**src/rtl/bio_dma_arb.sv**
```systemverilog
// Round-robin arbiter sharing one AHB master port among N single-beat requesters,
// with optional bounded bus locking for atomic back-to-back transfers.
module bio_dma_arb #(
  parameter int N        = 4,
  parameter int AW       = 32,
  parameter int DW       = 32,
  parameter int LOCK_MAX = 16
) (
  input  logic            aclk,
  input  logic            reset,
  input  logic [N-1:0]    req_valid,
  output logic [N-1:0]    req_ready,
  input  logic [N-1:0]    req_write,
  input  logic [N-1:0]    req_lock,
  input  logic [N*AW-1:0] req_addr,
  input  logic [N*3-1:0]  req_size,
  input  logic [N*DW-1:0] req_wdata,
  output logic [N-1:0]    rsp_valid,
  output logic [DW-1:0]   rsp_rdata,
  output logic            rsp_err,
  output logic [1:0]      htrans,
  output logic            hwrite,
  output logic [AW-1:0]   haddr,
  output logic [2:0]      hsize,
  output logic [2:0]      hburst,
  output logic            hmasterlock,
  output logic [DW-1:0]   hwdata,
  input  logic [DW-1:0]   hrdata,
  input  logic            hready,
  input  logic            hresp
);

  localparam int GW = (N > 1) ? $clog2(N) : 1;
  localparam int CW = $clog2(LOCK_MAX + 1);
  localparam logic [CW-1:0] LMAX = CW'(LOCK_MAX);
  localparam logic [N-1:0]  ONE  = {{(N-1){1'b0}}, 1'b1};

  typedef enum logic [1:0] {IDLE, ADDR, DATA, ERR} state_t;

  state_t        state;
  logic [GW-1:0] rr, gnt_q, gnt_rr, gnt, idx;
  logic          hold, bypass, l_write, l_lock, misalign;
  logic [CW-1:0] cnt;
  logic [DW-1:0] l_wdata;
  logic [AW-1:0] sel_addr;
  logic [2:0]    sel_size;

  // Scan downward so the last hit is the first requester after rr.
  always_comb begin
    gnt_rr = '0;
    idx    = '0;
    for (int i = N; i >= 1; i--) begin
      idx = GW'((int'(rr) + i) % N);
      if (req_valid[idx]) gnt_rr = idx;
    end
  end

  assign bypass   = hold && req_valid[gnt_q];
  assign gnt      = bypass ? gnt_q : gnt_rr;
  assign sel_addr = req_addr[gnt*AW +: AW];
  assign sel_size = req_size[gnt*3 +: 3];
  assign misalign = (sel_size > 3'd2) ||
                    (sel_size == 3'd1 && sel_addr[0]) ||
                    (sel_size == 3'd2 && sel_addr[1:0] != 2'b00);

  assign req_ready = (state == IDLE && !reset && |req_valid) ? (ONE << gnt) : '0;
  assign rsp_valid = (state == ERR || (state == DATA && hready)) ? (ONE << gnt_q) : '0;
  assign rsp_err   = (state == ERR) || (state == DATA && hready && hresp);
  assign rsp_rdata = (state == DATA && hready && !l_write) ? hrdata : '0;
  assign hburst    = 3'b000;

  always_ff @(posedge aclk or posedge reset) begin
    if (reset) begin
      state       <= IDLE;
      rr          <= GW'(N - 1);
      gnt_q       <= '0;
      hold        <= 1'b0;
      cnt         <= '0;
      l_write     <= 1'b0;
      l_lock      <= 1'b0;
      l_wdata     <= '0;
      htrans      <= 2'b00;
      hwrite      <= 1'b0;
      haddr       <= '0;
      hsize       <= 3'b000;
      hmasterlock <= 1'b0;
      hwdata      <= '0;
    end else begin
      case (state)
        IDLE: begin
          if (hold && !req_valid[gnt_q]) begin
            hold        <= 1'b0;
            hmasterlock <= 1'b0;
            cnt         <= '0;
          end
          if (|req_valid) begin
            gnt_q   <= gnt;
            rr      <= gnt;
            l_write <= req_write[gnt];
            l_lock  <= req_lock[gnt];
            l_wdata <= req_wdata[gnt*DW +: DW];
            hold    <= 1'b0;
            if (misalign) begin
              state       <= ERR;
              hmasterlock <= 1'b0;
              cnt         <= '0;
            end else begin
              state       <= ADDR;
              htrans      <= 2'b10;
              haddr       <= sel_addr;
              hwrite      <= req_write[gnt];
              hsize       <= sel_size;
              hmasterlock <= req_lock[gnt];
              if (req_lock[gnt]) cnt <= (bypass ? cnt : '0) + 1'b1;
              else               cnt <= '0;
            end
          end
        end
        ADDR: begin
          if (hready) begin
            state  <= DATA;
            htrans <= 2'b00;
            haddr  <= '0;
            hwrite <= 1'b0;
            hsize  <= 3'b000;
            hwdata <= l_write ? l_wdata : '0;
          end
        end
        DATA: begin
          if (hready) begin
            state  <= IDLE;
            hwdata <= '0;
            // A clean locked completion keeps the bus for the owner until the limit.
            if (l_lock && !hresp && cnt < LMAX) begin
              hold <= 1'b1;
            end else begin
              hold        <= 1'b0;
              hmasterlock <= 1'b0;
              cnt         <= '0;
            end
          end
        end
        default: state <= IDLE;
      endcase
    end
  end

endmodule
```
**config.mk**
```make
export PLATFORM = sky130hd
export DESIGN_NAME = bio_dma_arb
export DESIGN_NICKNAME = d
export VERILOG_FILES = /design/src/rtl/bio_dma_arb.sv
export SDC_FILE = /design/constraint.sdc
export NUM_CORES = 1
export LEC_CHECK = 0
export ABC_AREA = 1
export CORE_AREA = 2 2 166 168
export DETAILED_ROUTE_END_ITERATION = 8
export DIE_AREA = 0 0 168 170
export PLACE_DENSITY = 0.67
export SYNTH_ARGS = -nofsm -noshare
export SYNTH_HDL_FRONTEND = slang
export SYNTH_SLANG_ARGS = --single-unit
```
**constraint.sdc**
```tcl
create_clock -name aclk -period 5.7 [get_ports aclk]
set_input_delay 1.14 -clock aclk [delete_from_list [all_inputs] [get_ports aclk]]
set_output_delay 1.14 -clock aclk [all_outputs]
set_load 0.02 [all_outputs]
```
==> results.toml, run 1 <==
[outcome]
outcome = "finished, final reports clean"

[worst_setup_path]
cp_slowest_cell = "clkdlybuf4s50_1"
critPathRequiredTime_ps = 4560
critPathArrivalTime_ps = 3510
crit_start = "req_valid[3]"
max_stage_delay_ps = 610
worstPathMaxFanout = 13
cp-end-kind = "output port"
crit_top_cell = "nand2_1"
cp-start-kind = "input port"
r2r_start = "rr[0]$_DFFE_PP1P_"
crit_chain = "clkdlybuf4s50_1 -> inv_1 -> nand2_1 -> nand3_1 -> nand2_1 -> inv_1 -> nand2_2 -> nand2_1 -> nand2_2 -> nand3_4 -> nand2_4 -> nand2_1 -> nor2_1 -> clkdlybuf4s50_1"
path_class = "input port to output port"
cp_num_buf_inv = 4
critPathTopFamily = "buffers and inverters"

[route]
vias_per_cell = 4.74
drt_first_pass_iters = 5
vias = 8398
drt.antenna.violating_nets = 0
drt_iter0_drc = 421
wl_mm = 30.2
wl_per_cell_um = 17.1
drc_errors = 0

[synthesis]
synthMuxAreaShare = 0
synth.most_common_cell = "nand2_1"
syn_inst = 1019
synth_area_leaders = "dfrtp_1, nand2_1, inv_1"
synth_edf_count = 0
synth.cell_area_um2 = 7250
synth_seq_cells = 116
async_reset_ff_frac = 1.00
synth_top_family_by_area = "simple AND/OR/NAND/NOR gates"
ys.warnings.count = 0
synth_cell_types = 42
synth_compound_area_frac = 0.120
synthAdderAreaFrac = 0.00172
synth_top_area_frac = 0.393
yosys.area_share.xor_xnor = 0.00362
synth_area_leader_cell = "dfrtp_1"
syn_avg_cell_area_um2 = 7.12
ys_seq_area_frac = 0.400
synth_common_cells = "nand2_1, dfrtp_1, inv_1"
synth_flop_cell = "dfrtp_1"
synthSimpleGateAreaFrac = 0.370

[timing]
finalHoldViolations = 0
rsz0062_at_grt = "no"
worst_pin_slew_ps = 1020
fin_setup_tns_ps = 0
finalSetupViolCount = 0
max_freq_mhz = 215
min_period_ps = 4650
slew_headroom = 0.318
fin_skew_ps = 11.5
drv_slew = 0
finalCritPeriodShare = 0.815

[final_layout]
antennaDiodeCount = 0
postLayoutCoreUtil = 0.465
final_area_um2 = 12400
nNetsFinal = 1733
fin_cells = 1770
drive_above_1_share = 0.0812
fillers = 2682
area_growth_pct = 71.0

[global_routing]
grt_pass1_wl_mm = 45.8
antenna_found_initial = 2
grt_start_max_net_pins = 65
grt-ovfl-total = 0
track_usage = 0.208
first_global_vias = 8352

[floorplanning]
fp.dieW_um = 168
core_um2 = 26700
io_pins = 431
die_h_um = 170
die_area_um2 = 28600
fp-row-count = 60
start_util = 0.272

[placed_design]
dpl.cell_count = 1738
gp_congestion = 0.853
portBuffers = 426
dp_hpwl_mm = 22.5
placed_area_um2 = 11800

[min_path]
hp-start = "haddr[16]$_DFFE_PP0P_"
hold_class = "flip-flop to flip-flop"

[clock_tree]
htree_num_levels = 4
root_buffer = "clkbuf_16"
cts_tree = "done"
cts_made_buffers = 17
clock-sinks = 116
cts_resized = 0
cts.clk_slew.worst_paths_ps = 50
hold_buffers = 0
clk_latency_ps = 410
cts_setup_buffers = 0
clockBufferDepth = 2

[pwr]
irDropWorstVdd_uv = 1370
p_switching_w = 0.00393
finalPower_w = 0.00760
internal-power_w = 0.00367
p_leak_nw = 5.41
switching_share = 0.517
p_seq_frac = 0.181
combPwrFrac = 0.668
p_per_area_nw_per_um2 = 613
clkPwrFrac = 0.151

[run]
cap_violations = 0
kinds of logic (layout without fill, tap and decap cells):
logic type	after synthesis	after routing
AOI/OAI and AO/OA	130	130
DFF	116	116
and+or+nand+nor	596	596
buffers and inverters	172	579
other	1	4
adders and majority gates	1	1
xor gates and xnor gates	3	3
registers in the layout (all words and copies together) (netlist names):
register / count
l_lock: 1
l_wdata: 32
gnt_q: 2
rr: 2
hold: 1
hsize: 3
hmasterlock: 1
haddr: 32
hwrite: 1
hwdata: 32
htrans: 1
state: 2
l_write: 1
cnt: 5
metal layers:
metal | GRT usage | vias up | part of all wire
met2 | 0.373 | 354 | 0.50
met5 | 0 | - | 0.00099
met3 | 0.0651 | 52 | 0.080
met4 | 0.0930 | 4 | 0.040
li1 | - | 4092 | -
met1 | 0.224 | 3896 | 0.38
metrics by stage:
stage                     hold WS, ps  setup slack [ps]
after global routing              495               908
after CTS                         474              1080
after floorplan                   450               183
after detailed placement          460              1010
final                             469              1050
after global placement            454              1100
worst register-to-register path, cell delays in order, from the launching register on:
cell and delay (ps):
dfstp_2 640, inv_6 80, nand2_2 70, nand2_2 60
nand2_1 90, nand2_1 80, nand2_2 80, nand3_2 80
nand3_4 150, nand2_4 160, nor2_4 120, buf_4 630
nand2_1 100, o21ai_1 140, nor2_1 70, nand2_2 100
nand3_4 100, nand2_4 80, buf_4 440, nand2_1 100
nand2_1 80, nand2_1 50
final timing paths:
kind	slack [ps]	to	depth (start not counted)
hold reg to reg	470	haddr[16]$_DFFE_PP0P_	2
hold / removal	470	haddr[16]$_DFFE_PP0P_	2
max in group asynchronous	3590	hwdata[25]$_DFFE_PP0P_	3
setup / recovery	1050	req_ready[0]	14
setup reg to reg	2090	state[1]$_DFFE_PP0P_	21
min in group asynchronous	1040	haddr[19]$_DFFE_PP0P_	2
placed cells by master (no fill, tap or decap), types with 6 or more instances in the layout:
cell             instances
a22oi_1                 33
a41oi_1                 24
nand3b_1                 6
nand2_2                 17
inv_1                   96
o21ai_0                 39
inv_2                    7
nand2_1                384
dfrtp_1                114
clkdlybuf4s50_1        426
buf_4                   14
clkbuf_16               17
nor2_4                   6
a31oi_1                 20
nand3_1                 58
nor2_1                  61
nand4_1                 25
nand3_2                 23
cell type report:
type | instances | area [um2] | area share
Clock buffer | 18 | 429 | 0.0346
Clock inverter | 14 | 201 | 0.0162
Inverter | 107 | 417 | 0.0336
Multi-Input combinational cell | 734 | 3650 | 0.295
Sequential cell | 116 | 2910 | 0.234
Tap cell | 341 | 427 | 0.0344
Timing Repair Buffer | 440 | 4370 | 0.352
power by group through the flow:
stage	sequential (W)	clock [W]	combinational, W
floorplan	0.00155	0	0.00332
global placement	0.00138	0	0.00505
detailed placement	0.00139	0	0.00511
CTS	0.00138	0.00118	0.00512
global route	0.00142	0.00122	0.00563
finish	0.00138	0.00115	0.00507
Power figures use the tool's default switching activity.
==> run 2: changes to the inputs <==
- clock period: 5.7 -> 4.4 ns (I/O delays scaled with it)
==> results.toml, run 2 (synthesis results as in run 1) <==
[outcome]
outcome = "finished, final reports clean"

[final_layout]
final_cell_mix = "clkdlybuf4s50_1, nand2_1, dfrtp_1, inv_1, nor2_1"
final_common_cell = "clkdlybuf4s50_1"
nNetsFinal = 1734
area_growth_pct = 71.2
drive_above_1_share = 0.0825
reg.largest.list = "haddr (32), hwdata (32), l_wdata (32)"
antennaDiodeCount = 0

[clock_tree]
htree_num_levels = 4
root_buffer = "clkbuf_16"
cts_resized = 0
clk_latency_ps = 410
hold_buffers = 0
cts.clk_slew.worst_paths_ps = 50
cts_tree = "done"
clockBufferDepth = 2
cts_setup_buffers = 0
cts_made_buffers = 17
clock-sinks = 116

[worst_setup_path]
crit_chain = "clkdlybuf4s50_1 -> inv_1 -> o21ai_0 -> nand2_1 -> nand2_2 -> nand2_4 -> nor2_1 -> inv_2 -> nand2_4 -> inv_4 -> nor2_4 -> inv_1 -> nor2_1 -> clkdlybuf4s50_1"
r2r_start = "rr[0]$_DFFE_PP1P_"
critPathArrivalTime_ps = 3220
critPathTopFamily = "buffers and inverters"
cp-start-kind = "input port"
cp-end-kind = "output port"
critPathRequiredTime_ps = 3520
path_class = "input port to output port"
timing.reg2reg.setup_slack_ps = 1310
worstPathMaxFanout = 10
ff2ff_path_depth = 19
cp_num_buf_inv = 6
max_stage_delay_ps = 610
cp_slowest_cell = "clkdlybuf4s50_1"
rr_endpoint = "haddr[23]$_DFFE_PP0P_"

[pwr]
p_per_area_nw_per_um2 = 795
p_leak_nw = 5.42
irDropWorstVdd_uv = 1180

[route]
drc_errors = 0
wl_per_cell_um = 17.3
vias_per_cell = 4.77
drt.antenna.violating_nets = 0
wl_mm = 30.6
drt_iter0_drc = 436
vias = 8450
drt_first_pass_iters = 5

[timing]
finalSetupViolCount = 0
fin_skew_ps = 10.6
finalCritPeriodShare = 0.933
max_freq_mhz = 244
drv_slew = 0
setup_ws_ps = 296
timing.hold.ws_ps = 467
rsz0062_at_grt = "no"
worst_pin_slew_ps = 864
min_period_ps = 4100
slew_headroom = 0.423
finalHoldViolations = 0
fin_setup_tns_ps = 0

[floorplanning]
core_um2 = 26700
start_util = 0.272
die_area_um2 = 28600
die_h_um = 170
io_pins = 431
fp.dieW_um = 168
fp-row-count = 60

[min_path]
min_delay_path_depth = 2
hold_end = "haddr[19]$_DFFE_PP0P_"
hold_class = "flip-flop to flip-flop"
hp-start = "haddr[19]$_DFFE_PP0P_"

[global_routing]
antenna_found_initial = 0
first_global_vias = 8452
grt_start_max_net_pins = 65
track_usage = 0.208
grt_pass1_wl_mm = 45.9
grt-ovfl-total = 0

[run]
cap_violations = 0

[placed_design]
portBuffers = 426
gp_congestion = 0.932
dp_hpwl_mm = 23.2
place_ws_ps = 320
==> run 2: cell types whose count changed in the layout (fill, tap and decap cells not counted), sizes merged <==
cell and delta:
inv -1, clkinv +1, bufinv -1, clkinvlp +1, buf +1
==> run 2: final cells by class <==
class | count | area, um2
Tap cell | 341 | 427
Clock inverter | 14 | 176
Timing Repair Buffer | 441 | 4400
Inverter | 107 | 415
Clock buffer | 18 | 439
Sequential cell | 116 | 2910
Multi-Input combinational cell | 734 | 3650
Fill cell | 2685 | 14200
==> run 2: metal layers <==
| metal | part of all wire | wire, um | vias up | track usage |
|---|---|---|---|---|
| met5 | 0 | 0 | - | 0 |
| met4 | 0.035 | 1060 | 0 | 0.0805 |
| met3 | 0.075 | 2300 | 50 | 0.0623 |
| met2 | 0.51 | 15700 | 358 | 0.388 |
| met1 | 0.38 | 11500 | 3940 | 0.220 |
| li1 | - | - | 4102 | - |
==> run 2: worst max-delay path by stage <==
stage            startpoint      endpoint  slack, ps  cells past startpoint
6_report       req_valid[0]  req_ready[3]        300                     14
3_3_place_gp   req_valid[0]  req_ready[3]        350                     14
4_1_cts        req_valid[1]  req_ready[0]        300                     14
2_1_floorplan         reset  req_ready[0]        410                      3
3_5_place_dp   req_valid[1]  req_ready[0]        320                     14
5_1_grt        req_valid[0]  req_ready[3]        120                     14
==> run 2: stage by stage <==
stage / utilization / power [W] / cell area [um2] / cells
finish: 0.466 / 0.00988 / 12400 / 1771
global route: 0.466 / 0.0107 / 12400 / 1771
CTS: 0.466 / 0.0100 / 12400 / 1771
detailed placement: 0.443 / 0.00852 / 11800 / 1739
global placement: 0.443 / 0.00845 / 11800 / 1739
floorplan: - / 0.00631 / 7270 / 1022
==> run 2: worst register-to-register path, stage by stage (launching register included) <==
cell     delay (ps)
dfstp_2         650
inv_6            80
nand2_2          70
nand2_2          60
nand2_1          80
nand2_1          70
nand2_2          80
nand2_1          70
nand2_2          80
nand3_4         120
nand2_4         210
nand2_1         160
o21ai_1         250
nor2_1           90
nand2_2         100
nand3_4         100
nand2_4         180
nand2_4         280
nand2_1         190
nand2_1          70
==> run 2: power by group <==
part           total [W]  leakage (nW)  switching, W  internal (W)
clock network    0.00145         0.297      0.000534      0.000912
logic            0.00666          3.64       0.00433       0.00233
registers        0.00177          1.48      0.000245       0.00153
total            0.00988          5.42       0.00511       0.00477
